==> config.mk <==
export PLATFORM = sky130hd
export DESIGN_NAME = wb_siggen_sequencer
export DESIGN_NICKNAME = d
export VERILOG_FILES = /design/src/rtl/wb_siggen_sequencer.sv
export SDC_FILE = /design/constraint.sdc
export NUM_CORES = 1
export LEC_CHECK = 0
export ABC_AREA = 1
export BUFFER_PORTS_ARGS = -buffer_cell sky130_fd_sc_hd__buf_2
export CAP_MARGIN = 20
export CORE_ASPECT_RATIO = 1.2
export CORE_MARGIN = 2
export CORE_UTILIZATION = 43
export DETAILED_ROUTE_END_ITERATION = 10
export PLACE_DENSITY_LB_ADDON = 0.08
export REMOVE_ABC_BUFFERS = 1
export SYNTH_ARGS = -nofsm -noshare
export SYNTH_HDL_FRONTEND = slang
export SYNTH_SLANG_ARGS = --single-unit
==> constraint.sdc <==
create_clock -name wb_clk_i -period 1.7 [get_ports wb_clk_i]
set_input_delay 0.34 -clock wb_clk_i [delete_from_list [all_inputs] [get_ports wb_clk_i]]
set_output_delay 0.34 -clock wb_clk_i [all_outputs]
set_load 0.01 [all_outputs]
==> src/rtl/wb_siggen_sequencer.sv <==
// Wishbone master that programs the signal generator, software-clocks it N times and samples its phases.
// Optional ack watchdog: define WB_SEQ_TIMEOUT_EN.
module wb_siggen_sequencer #(
  parameter logic [31:0] BASE_ADDR      = 32'h3000_0000,
  parameter logic [7:0]  TIMEOUT_CYCLES = 8'd255
) (
  input  logic        wb_clk_i,
  input  logic        wb_rst_i,
  input  logic        start_i,
  input  logic [3:0]  freq_i,
  input  logic [15:0] n_ticks_i,
  output logic        busy_o,
  output logic        done_o,
  output logic        error_o,
  output logic [3:0]  phi_o,
  output logic        sample_valid_o,
  output logic [15:0] tick_count_o,
  output logic        wbm_cyc_o,
  output logic        wbm_stb_o,
  output logic        wbm_we_o,
  output logic [3:0]  wbm_sel_o,
  output logic [31:0] wbm_adr_o,
  output logic [31:0] wbm_dat_o,
  input  logic [31:0] wbm_dat_i,
  input  logic        wbm_ack_i
);

  localparam logic [3:0] IDLE   = 4'd0;
  localparam logic [3:0] W_EN0  = 4'd1;
  localparam logic [3:0] W_FREQ = 4'd2;
  localparam logic [3:0] W_EN1  = 4'd3;
  localparam logic [3:0] CHECK  = 4'd4;
  localparam logic [3:0] CLK_HI = 4'd5;
  localparam logic [3:0] CLK_LO = 4'd6;
  localparam logic [3:0] RD_P   = 4'd7;
  localparam logic [3:0] RD_L1  = 4'd8;
  localparam logic [3:0] RD_L2  = 4'd9;
  localparam logic [3:0] RD_R   = 4'd10;
  localparam logic [3:0] W_ENX  = 4'd11;
  localparam logic [3:0] FINISH = 4'd12;
  localparam logic [3:0] GAP    = 4'd13;

  logic [3:0]  state;
  logic [3:0]  ret;
  logic [3:0]  after_xfer;
  logic [3:0]  after_gap;
  logic [3:0]  launch_st;
  logic [3:0]  freq_q;
  logic [15:0] nticks_q;
  logic [2:0]  shadow;
  logic [7:0]  l_off;
  logic        l_we;
  logic [31:0] l_dat;
  logic        ack_seen;
  logic        abort;
  logic        launch;
  logic        unused_dat;

  assign ack_seen   = wbm_stb_o & wbm_ack_i;
  assign unused_dat = ^wbm_dat_i[31:1];

  // CHECK is resolved while in GAP so a tick costs exactly six bus slots
  always_comb begin
    after_xfer = IDLE;
    case (state)
      W_EN0:   after_xfer = W_FREQ;
      W_FREQ:  after_xfer = W_EN1;
      W_EN1:   after_xfer = CHECK;
      CLK_HI:  after_xfer = CLK_LO;
      CLK_LO:  after_xfer = RD_P;
      RD_P:    after_xfer = RD_L1;
      RD_L1:   after_xfer = RD_L2;
      RD_L2:   after_xfer = RD_R;
      RD_R:    after_xfer = CHECK;
      W_ENX:   after_xfer = FINISH;
      default: after_xfer = IDLE;
    endcase
    after_gap = ret;
    if (ret == CHECK) begin
      after_gap = (tick_count_o == nticks_q) ? W_ENX : CLK_HI;
    end
    launch_st = (state == IDLE) ? W_EN0 : after_gap;
    l_off = 8'h00;
    l_we  = 1'b1;
    l_dat = 32'd0;
    case (launch_st)
      W_FREQ: begin l_off = 8'h04; l_dat = {28'd0, freq_q}; end
      W_EN1:  l_dat = 32'd1;
      CLK_HI: begin l_off = 8'h18; l_dat = 32'd1; end
      CLK_LO: l_off = 8'h18;
      RD_P:   begin l_off = 8'h08; l_we = 1'b0; end
      RD_L1:  begin l_off = 8'h0C; l_we = 1'b0; end
      RD_L2:  begin l_off = 8'h10; l_we = 1'b0; end
      RD_R:   begin l_off = 8'h14; l_we = 1'b0; end
      default: ;
    endcase
    launch = (state == IDLE && start_i) || (state == GAP && after_gap != FINISH);
  end

`ifdef WB_SEQ_TIMEOUT_EN
  logic [7:0] wdog;
  logic       error_q;

  always_ff @(posedge wb_clk_i) begin
    if (wb_rst_i || !wbm_stb_o || wbm_ack_i) begin
      wdog <= 8'd0;
    end else begin
      wdog <= wdog + 8'd1;
    end
  end

  assign abort = wbm_stb_o & ~wbm_ack_i & (wdog == TIMEOUT_CYCLES - 8'd1);

  always_ff @(posedge wb_clk_i) begin
    if (wb_rst_i) begin
      error_q <= 1'b0;
    end else if (state == IDLE && start_i) begin
      error_q <= 1'b0;
    end else if (abort) begin
      error_q <= 1'b1;
    end
  end

  assign error_o = error_q;
`else
  logic unused_timeout;
  assign abort          = 1'b0;
  assign error_o        = 1'b0;
  assign unused_timeout = ^TIMEOUT_CYCLES;
`endif

  always_ff @(posedge wb_clk_i) begin
    if (wb_rst_i) begin
      wbm_cyc_o <= 1'b0;
      wbm_stb_o <= 1'b0;
      wbm_we_o  <= 1'b0;
      wbm_sel_o <= 4'h0;
      wbm_adr_o <= 32'd0;
      wbm_dat_o <= 32'd0;
    end else if (launch) begin
      wbm_cyc_o <= 1'b1;
      wbm_stb_o <= 1'b1;
      wbm_we_o  <= l_we;
      wbm_sel_o <= 4'hF;
      wbm_adr_o <= BASE_ADDR + {24'd0, l_off};
      wbm_dat_o <= l_dat;
    end else if (ack_seen || abort) begin
      wbm_cyc_o <= 1'b0;
      wbm_stb_o <= 1'b0;
      wbm_we_o  <= 1'b0;
      wbm_sel_o <= 4'h0;
      wbm_adr_o <= 32'd0;
      wbm_dat_o <= 32'd0;
    end
  end

  always_ff @(posedge wb_clk_i) begin
    if (wb_rst_i) begin
      state          <= IDLE;
      ret            <= IDLE;
      freq_q         <= 4'd0;
      nticks_q       <= 16'd0;
      shadow         <= 3'd0;
      busy_o         <= 1'b0;
      done_o         <= 1'b0;
      phi_o          <= 4'd0;
      sample_valid_o <= 1'b0;
      tick_count_o   <= 16'd0;
    end else begin
      done_o         <= 1'b0;
      sample_valid_o <= 1'b0;
      case (state)
        IDLE: begin
          if (start_i) begin
            freq_q       <= freq_i;
            nticks_q     <= n_ticks_i;
            tick_count_o <= 16'd0;
            busy_o       <= 1'b1;
            state        <= W_EN0;
          end
        end
        GAP: state <= after_gap;
        FINISH: begin
          done_o <= 1'b1;
          busy_o <= 1'b0;
          state  <= IDLE;
        end
        default: begin
          if (ack_seen) begin
            ret   <= after_xfer;
            state <= GAP;
            case (state)
              RD_P:  shadow[0] <= wbm_dat_i[0];
              RD_L1: shadow[1] <= wbm_dat_i[0];
              RD_L2: shadow[2] <= wbm_dat_i[0];
              RD_R: begin
                phi_o          <= {wbm_dat_i[0], shadow};
                sample_valid_o <= 1'b1;
                tick_count_o   <= tick_count_o + 16'd1;
              end
              default: ;
            endcase
          end else if (abort) begin
            busy_o <= 1'b0;
            state  <= IDLE;
          end
        end
      endcase
    end
  end

endmodule

## Word-level counts from Yosys, hierarchy flattened

Memory sizes are Yosys's and may differ from the RTL's. A register that Yosys moved wholly into a read port is not among the register bits.
Index checks and enable logic that the tools add are counted.

| word-level totals | value |
|---|---|
| flip-flop bits (word level) | 120 |
| memories | 1 |
| memory bits (read-only) | 64 |
| word-level logic and storage cells | 90 |
| bits of input ports | 56 |

Memory list:

| memory | words | bits a word | rd ports | clocked after memory_dff | write ports | RTL line | RTL |
|---|---|---|---|---|---|---|---|
| (no name shown) | 16 | 4 | 1 | 1 | 0 | 65 | `case (state)` |

| cells by class | value |
|---|---|
| reduce and logical (&&, ||, !) cells | 24 |
| $add $sub $neg | 2 |
| muxes and demuxes | 25 |
| bitwise logic cells | 4 |
| equal/unequal tests | 18 |

Operators with widths:

| cell | count |
|---|---|
| 32-bit 2-to-1 mux | 3 |
| 16-bit 2-to-1 mux | 3 |
| 4-bit == test (second input constant) | 8 |
| 16-bit case mux with 2 select lines | 1 |
| 30-bit by 8-bit adder with 31-bit output (first input constant) | 1 |
| 5-bit case mux with 6 select lines | 1 |
| 4-bit 2-to-1 mux | 7 |
| 4-bit by 3-bit == test with 1-bit output (second input constant) | 5 |
| 16-bit by 1-bit adder with 16-bit output (second input constant) | 1 |
| 16-bit == test | 1 |
| 4-bit case mux with 3 select lines | 1 |
| 3-bit AND reduction | 4 |
| 4-bit by 2-bit == test with 1-bit output (second input constant) | 2 |
| 4-bit case mux with 2 select lines | 1 |
| 2-bit AND reduction | 4 |
| 2-bit nonzero test | 4 |
| 1-bit 2-to-1 mux | 7 |
| 2-bit OR reduction | 3 |
| 5-bit OR reduction | 1 |
| 4-bit logical NOT | 1 |
| 4-bit inequality test (second input constant) | 1 |
| 4-bit AND reduction | 1 |
| 4-bit nonzero test | 1 |
| 4-bit OR reduction | 1 |
| 7 further kinds | 10 |

## Longest topological paths before layout

| logic depth | value |
|---|---|
| word-level depth | 9 |
| gate-level depth with buffers | 15 |

## Worst setup path after synthesis

Ideal clock, no wire load.

| timing | value |
|---|---|
| path kind | register -> register |
| start point | register state[0] |
| end point | register tick_count_o[13] |
| buffers on the path | 0 |
| data required time | 1.580 ns |
| data arrival time | 1.781 ns |
| setup slack | -0.201 ns |
| stages on the path, launching flop included | 16 |
| cells stage by stage | dfxtp_1 > inv_1 > ha_1 > inv_1 > nor3_4 > nand2_1 > nand2_2 > nand3_4 > inv_4 > nand3_4 > nor2_4 > nand2_2 > nor2_4 > nand2_1 > nand2_1 > a21oi_2 |

| between the ends | value |
|---|---|
| longest elaborated chain between the ends | 4 |

RTL lines:

| item | RTL line | RTL |
|---|---|---|
| from (decl) | 43 | `logic [3:0] state;` |
| from (signal assigned) | 182 | `GAP: state <= after_gap;` |
| 4-bit == test | 172 | `case (state)` |
| 2-bit OR reduction (no line) | n/a |  |
| 1-bit NOT (no line) | n/a |  |
| 4-bit AND reduction (no line) | n/a |  |
| to (signal assigned) | 199 | `tick_count_o <= tick_count_o + 16'd1;` |
| to (decl) | 17 | `output logic [15:0] tick_count_o,` |

Several ways; a longest one is shown, not always the timed one.
A chain may end at the register's enable or synchronous reset.

## Worst setup path in the final report

| timing | value |
|---|---|
| start point | register state[3] |
| end point | register tick_count_o[13] |

Same word-level chain as after synthesis.

==> impl_metrics.toml <==
[clock_tree]
cts-buffers-inserted = 9
tritoncts = "built"
cts_max_path_buffers = 2
ctsRootBufferMaster = "sky130_fd_sc_hd__clkbuf_8"
clk-insertion-delay-late_ns = 0.34
clock_sink_count = 63
clkSlewWorstSetupHoldPaths_ns = 0.07
cts_hold_buf = 0
htree_num_levels = 3

[critical_path]
worstPathMaxFanout = 5
critPathTopFamily = "simple AND/OR/NAND/NOR gates"
worst_ep_arrival_time_ns = 2.18
setup.worst_path.end_class = "register"
worstPathBufferInverterCount = 2
slowest_delay_ns = 0.49
crit_slowest_cell = "sky130_fd_sc_hd__dfxtp_1"
timing_worst_setup_path_type = "reg -> reg"
critical_path.startpoint_type = "register"
crit_required_ns = 1.98
cp_cell_instances = "inv_2 -> nor2_1 -> nand2_4 -> nand2_4 -> nand3_4 -> clkinv_4 -> nand3_4 -> nor2_4 -> nand2_2 -> nor2_4 -> nand3_1 -> a21oi_2"
slack_of_the_worst_reg_to_reg_path_ns = -0.20

[detailed_routing]
num_vias = 3461
drt_drc_violations_left = 0
route.antenna.remaining_nets = 0
drt_pre_antenna_iters = 4
average_wire_per_cell_in_the_routed_design_microns = 11.3
initialDrtViolationCount = 77
top_signal_layer_used = "met4"
route.met2.wl_microns = 4520
routed_wirelength_microns = 8650
routed-wl-met3_microns = 295
wl_met1_microns = 3650
avgViaCountPerCell = 4.53

[floorplan]
die_h_microns = 103
ios = 151
die-area_sq_um = 8890
row_count = 36
die_width_microns = 86.4
area_of_the_placeable_core_sq_um = 8020
starting_density_pct = 43.7

[place]
placed_cells = 732
dp.final_hpwl_microns = 6200
port_bufs = 63
gp_congestion = 0.864
pre_cts_slack_ns = -0.272

[cells_and_area]
area_growth_syn_to_layout_pct = 39.8
finish.net_count = 725
fill_cells = 744
ant_cells = 0
proportion_of_layout_cells_with_a_drive_suffix_above_1_pct = 40.1
layout.core_utilization_pct = 61.1
finalNonFillerCells = 764

[global_routing]
grt_pass1_vias = 3044
gr-total-overflow = 0
number_of_antenna_violations_at_the_first_check_in_global_routing = 0
pin_count_of_the_biggest_net_entering_global_routing = 25
grt_pass1_wl_microns = 13200
grtUsageTotal_pct = 18.9

[flow_run]
max_cap_viol_count = 0

[yosys]
synth_top_cell_area_share_pct = 36.0
ys_seq_area_share_pct = 36.0
synth_flop_cell = "sky130_fd_sc_hd__dfxtp_1"
synth_area_per_cell_sq_um = 6.91
synthesis.area_sq_um = 3500
synth_cell_types = 36
synth.ff_latch_count = 63
synth-edff-count = 0
synth_async_sr_flop_share_pct = 0
yosysWarningCount = 0
syn-instance-count = 507
yosys.area.top_type = "sky130_fd_sc_hd__dfxtp_1"
synth_area_leaders = "sky130_fd_sc_hd__dfxtp_1, sky130_fd_sc_hd__buf_4, sky130_fd_sc_hd__nand2_1"

[sta]
setup_total_negative_slack_ns = -1.59
setup_viol = 16
final-max-slew-violation-count = 0
finalHoldViolCount = 0
max_freq_ghz = 0.525
worst_clock_skew_ns = 0.00648
finalCritPeriodShare_pct = 112
grt_setup_unrepaired = "yes"
post-route-worst-setup-slack_ns = -0.204
final_min_period_ns = 1.90

[worst_hold_path]
worst_hold_path_type = "in -> reg"

[outcome]
violations = "negative setup slack"
status = "finished with violations"

[power_and_ir_drop]
power-per-cell-area_nw_per_um2 = 727
power.leakage_nw = 2.40
worst_supply_voltage_drop_on_vdd_uv = 415
[final cells by class]
class	count	area, sq um	area share [%]
Timing Repair Buffer	164	1110	22.7
Multi-Input combinational cell	361	1990	40.6
Tap cell	95	119	2.43
Inverter	65	249	5.08
Clock buffer	11	131	2.68
Sequential cell	63	1270	26.0
Clock inverter	5	25.0	0.511
[repair_timing]
item	CTS	global route
endpoints found under the setup margin	46	51
pin swaps	10	30
gates resized for setup	37	88
buffers inserted	4	14
gates cloned	0	0
[stage by stage]
| step | instance area (sq um) | power [mW] | hold slack (ns) |
|---|---|---|---|
| CTS | 4550 | 3.47 | 0.248 |
| global route | 4900 | 3.77 | 0.260 |
| global placement | 4270 | 2.32 | 0.452 |
| detailed placement | 4270 | 2.33 | 0.454 |
| finish | 4900 | 3.56 | 0.265 |
| floorplan | 3190 | 2.02 | 0.409 |
[sequential cells by signal (all words and copies together) (netlist names)]
register / count
phi_o: 4
wbm_adr_o: 3
done_o: 1
state: 4
ret: 4
freq_q: 4
sample_valid_o: 1
shadow: 3
wbm_we_o: 1
nticks_q: 16
wbm_sel_o: 1
wbm_dat_o: 4
tick_count_o: 16
busy_o: 1
[tightest hold or removal path: cells and delay by family]
| kind | cells | cell delay (ns) |
|---|---|---|
| buffers and inverters | 1 | 0.10 |
| and+or+nand+nor | 1 | 0.07 |
| AOI/OAI and AO/OA | 1 | 0.06 |
[synth_stat cells (3+ instances only)]
| cell type | instances |
|---|---|
| sky130_fd_sc_hd__ha_1 | 5 |
| sky130_fd_sc_hd__clkbuf_1 | 6 |
| sky130_fd_sc_hd__a211oi_1 | 3 |
| sky130_fd_sc_hd__nor2_1 | 45 |
| sky130_fd_sc_hd__buf_4 | 64 |
| sky130_fd_sc_hd__a21oi_1 | 44 |
| sky130_fd_sc_hd__inv_1 | 62 |
| sky130_fd_sc_hd__nand2_1 | 113 |
| sky130_fd_sc_hd__nand3_1 | 19 |
| sky130_fd_sc_hd__dfxtp_1 | 63 |
| sky130_fd_sc_hd__nand2_2 | 3 |
| sky130_fd_sc_hd__nor3_1 | 7 |
| sky130_fd_sc_hd__o21ai_0 | 34 |
| sky130_fd_sc_hd__nand4_1 | 9 |
[metal layers]
layer / vias to the layer above / GRT usage, %
li1: 1814 / -
met1: 1562 / 22.3
met2: 69 / 33.0
met3: 16 / 3.92
met4: 0 / 8.29
met5: - / 0
[power by group]
group          internal [mW]  switching (mW)
Clock                  0.517           0.570
Sequential              1.55          0.0442
Combinational          0.364           0.511
Total                   2.44            1.13
[final timing paths]
kind	start	endpoint	cells past startpoint
worst max-delay path	state[3]	tick_count_o[13]	12
worst min-delay path	freq_i[0]	freq_q[0]	3
worst max register to register	state[3]	tick_count_o[13]	12
worst min register to register	wbm_dat_o[2]	wbm_dat_o[2]	2
[placed cells by master, fill, tap and decap left out, types with 13 or more instances in the layout]
cell                       n
sky130_fd_sc_hd__nand2_1  96
sky130_fd_sc_hd__inv_2    17
sky130_fd_sc_hd__conb_1   56
sky130_fd_sc_hd__buf_2    63
sky130_fd_sc_hd__nand2_2  13
sky130_fd_sc_hd__dfxtp_1  54
sky130_fd_sc_hd__inv_1    47
sky130_fd_sc_hd__o21ai_0  20
sky130_fd_sc_hd__buf_4    90
sky130_fd_sc_hd__nor2_1   32
sky130_fd_sc_hd__nand3_1  17
sky130_fd_sc_hd__a21oi_1  39
[kinds of logic after synthesis]
| family | after synthesis | share of synthesized area (%) |
|---|---|---|
| and+or+nand+nor | 208 | 26.3 |
| buffers and inverters | 138 | 21.8 |
| AOI/OAI and AO/OA | 90 | 13.6 |
| DFF | 63 | 36.0 |
| adders and majority gates | 5 | 1.79 |
| xor gates and xnor gates | 2 | 0.500 |
| other | 1 | 0.107 |
(Power assumes the default switching activity.)
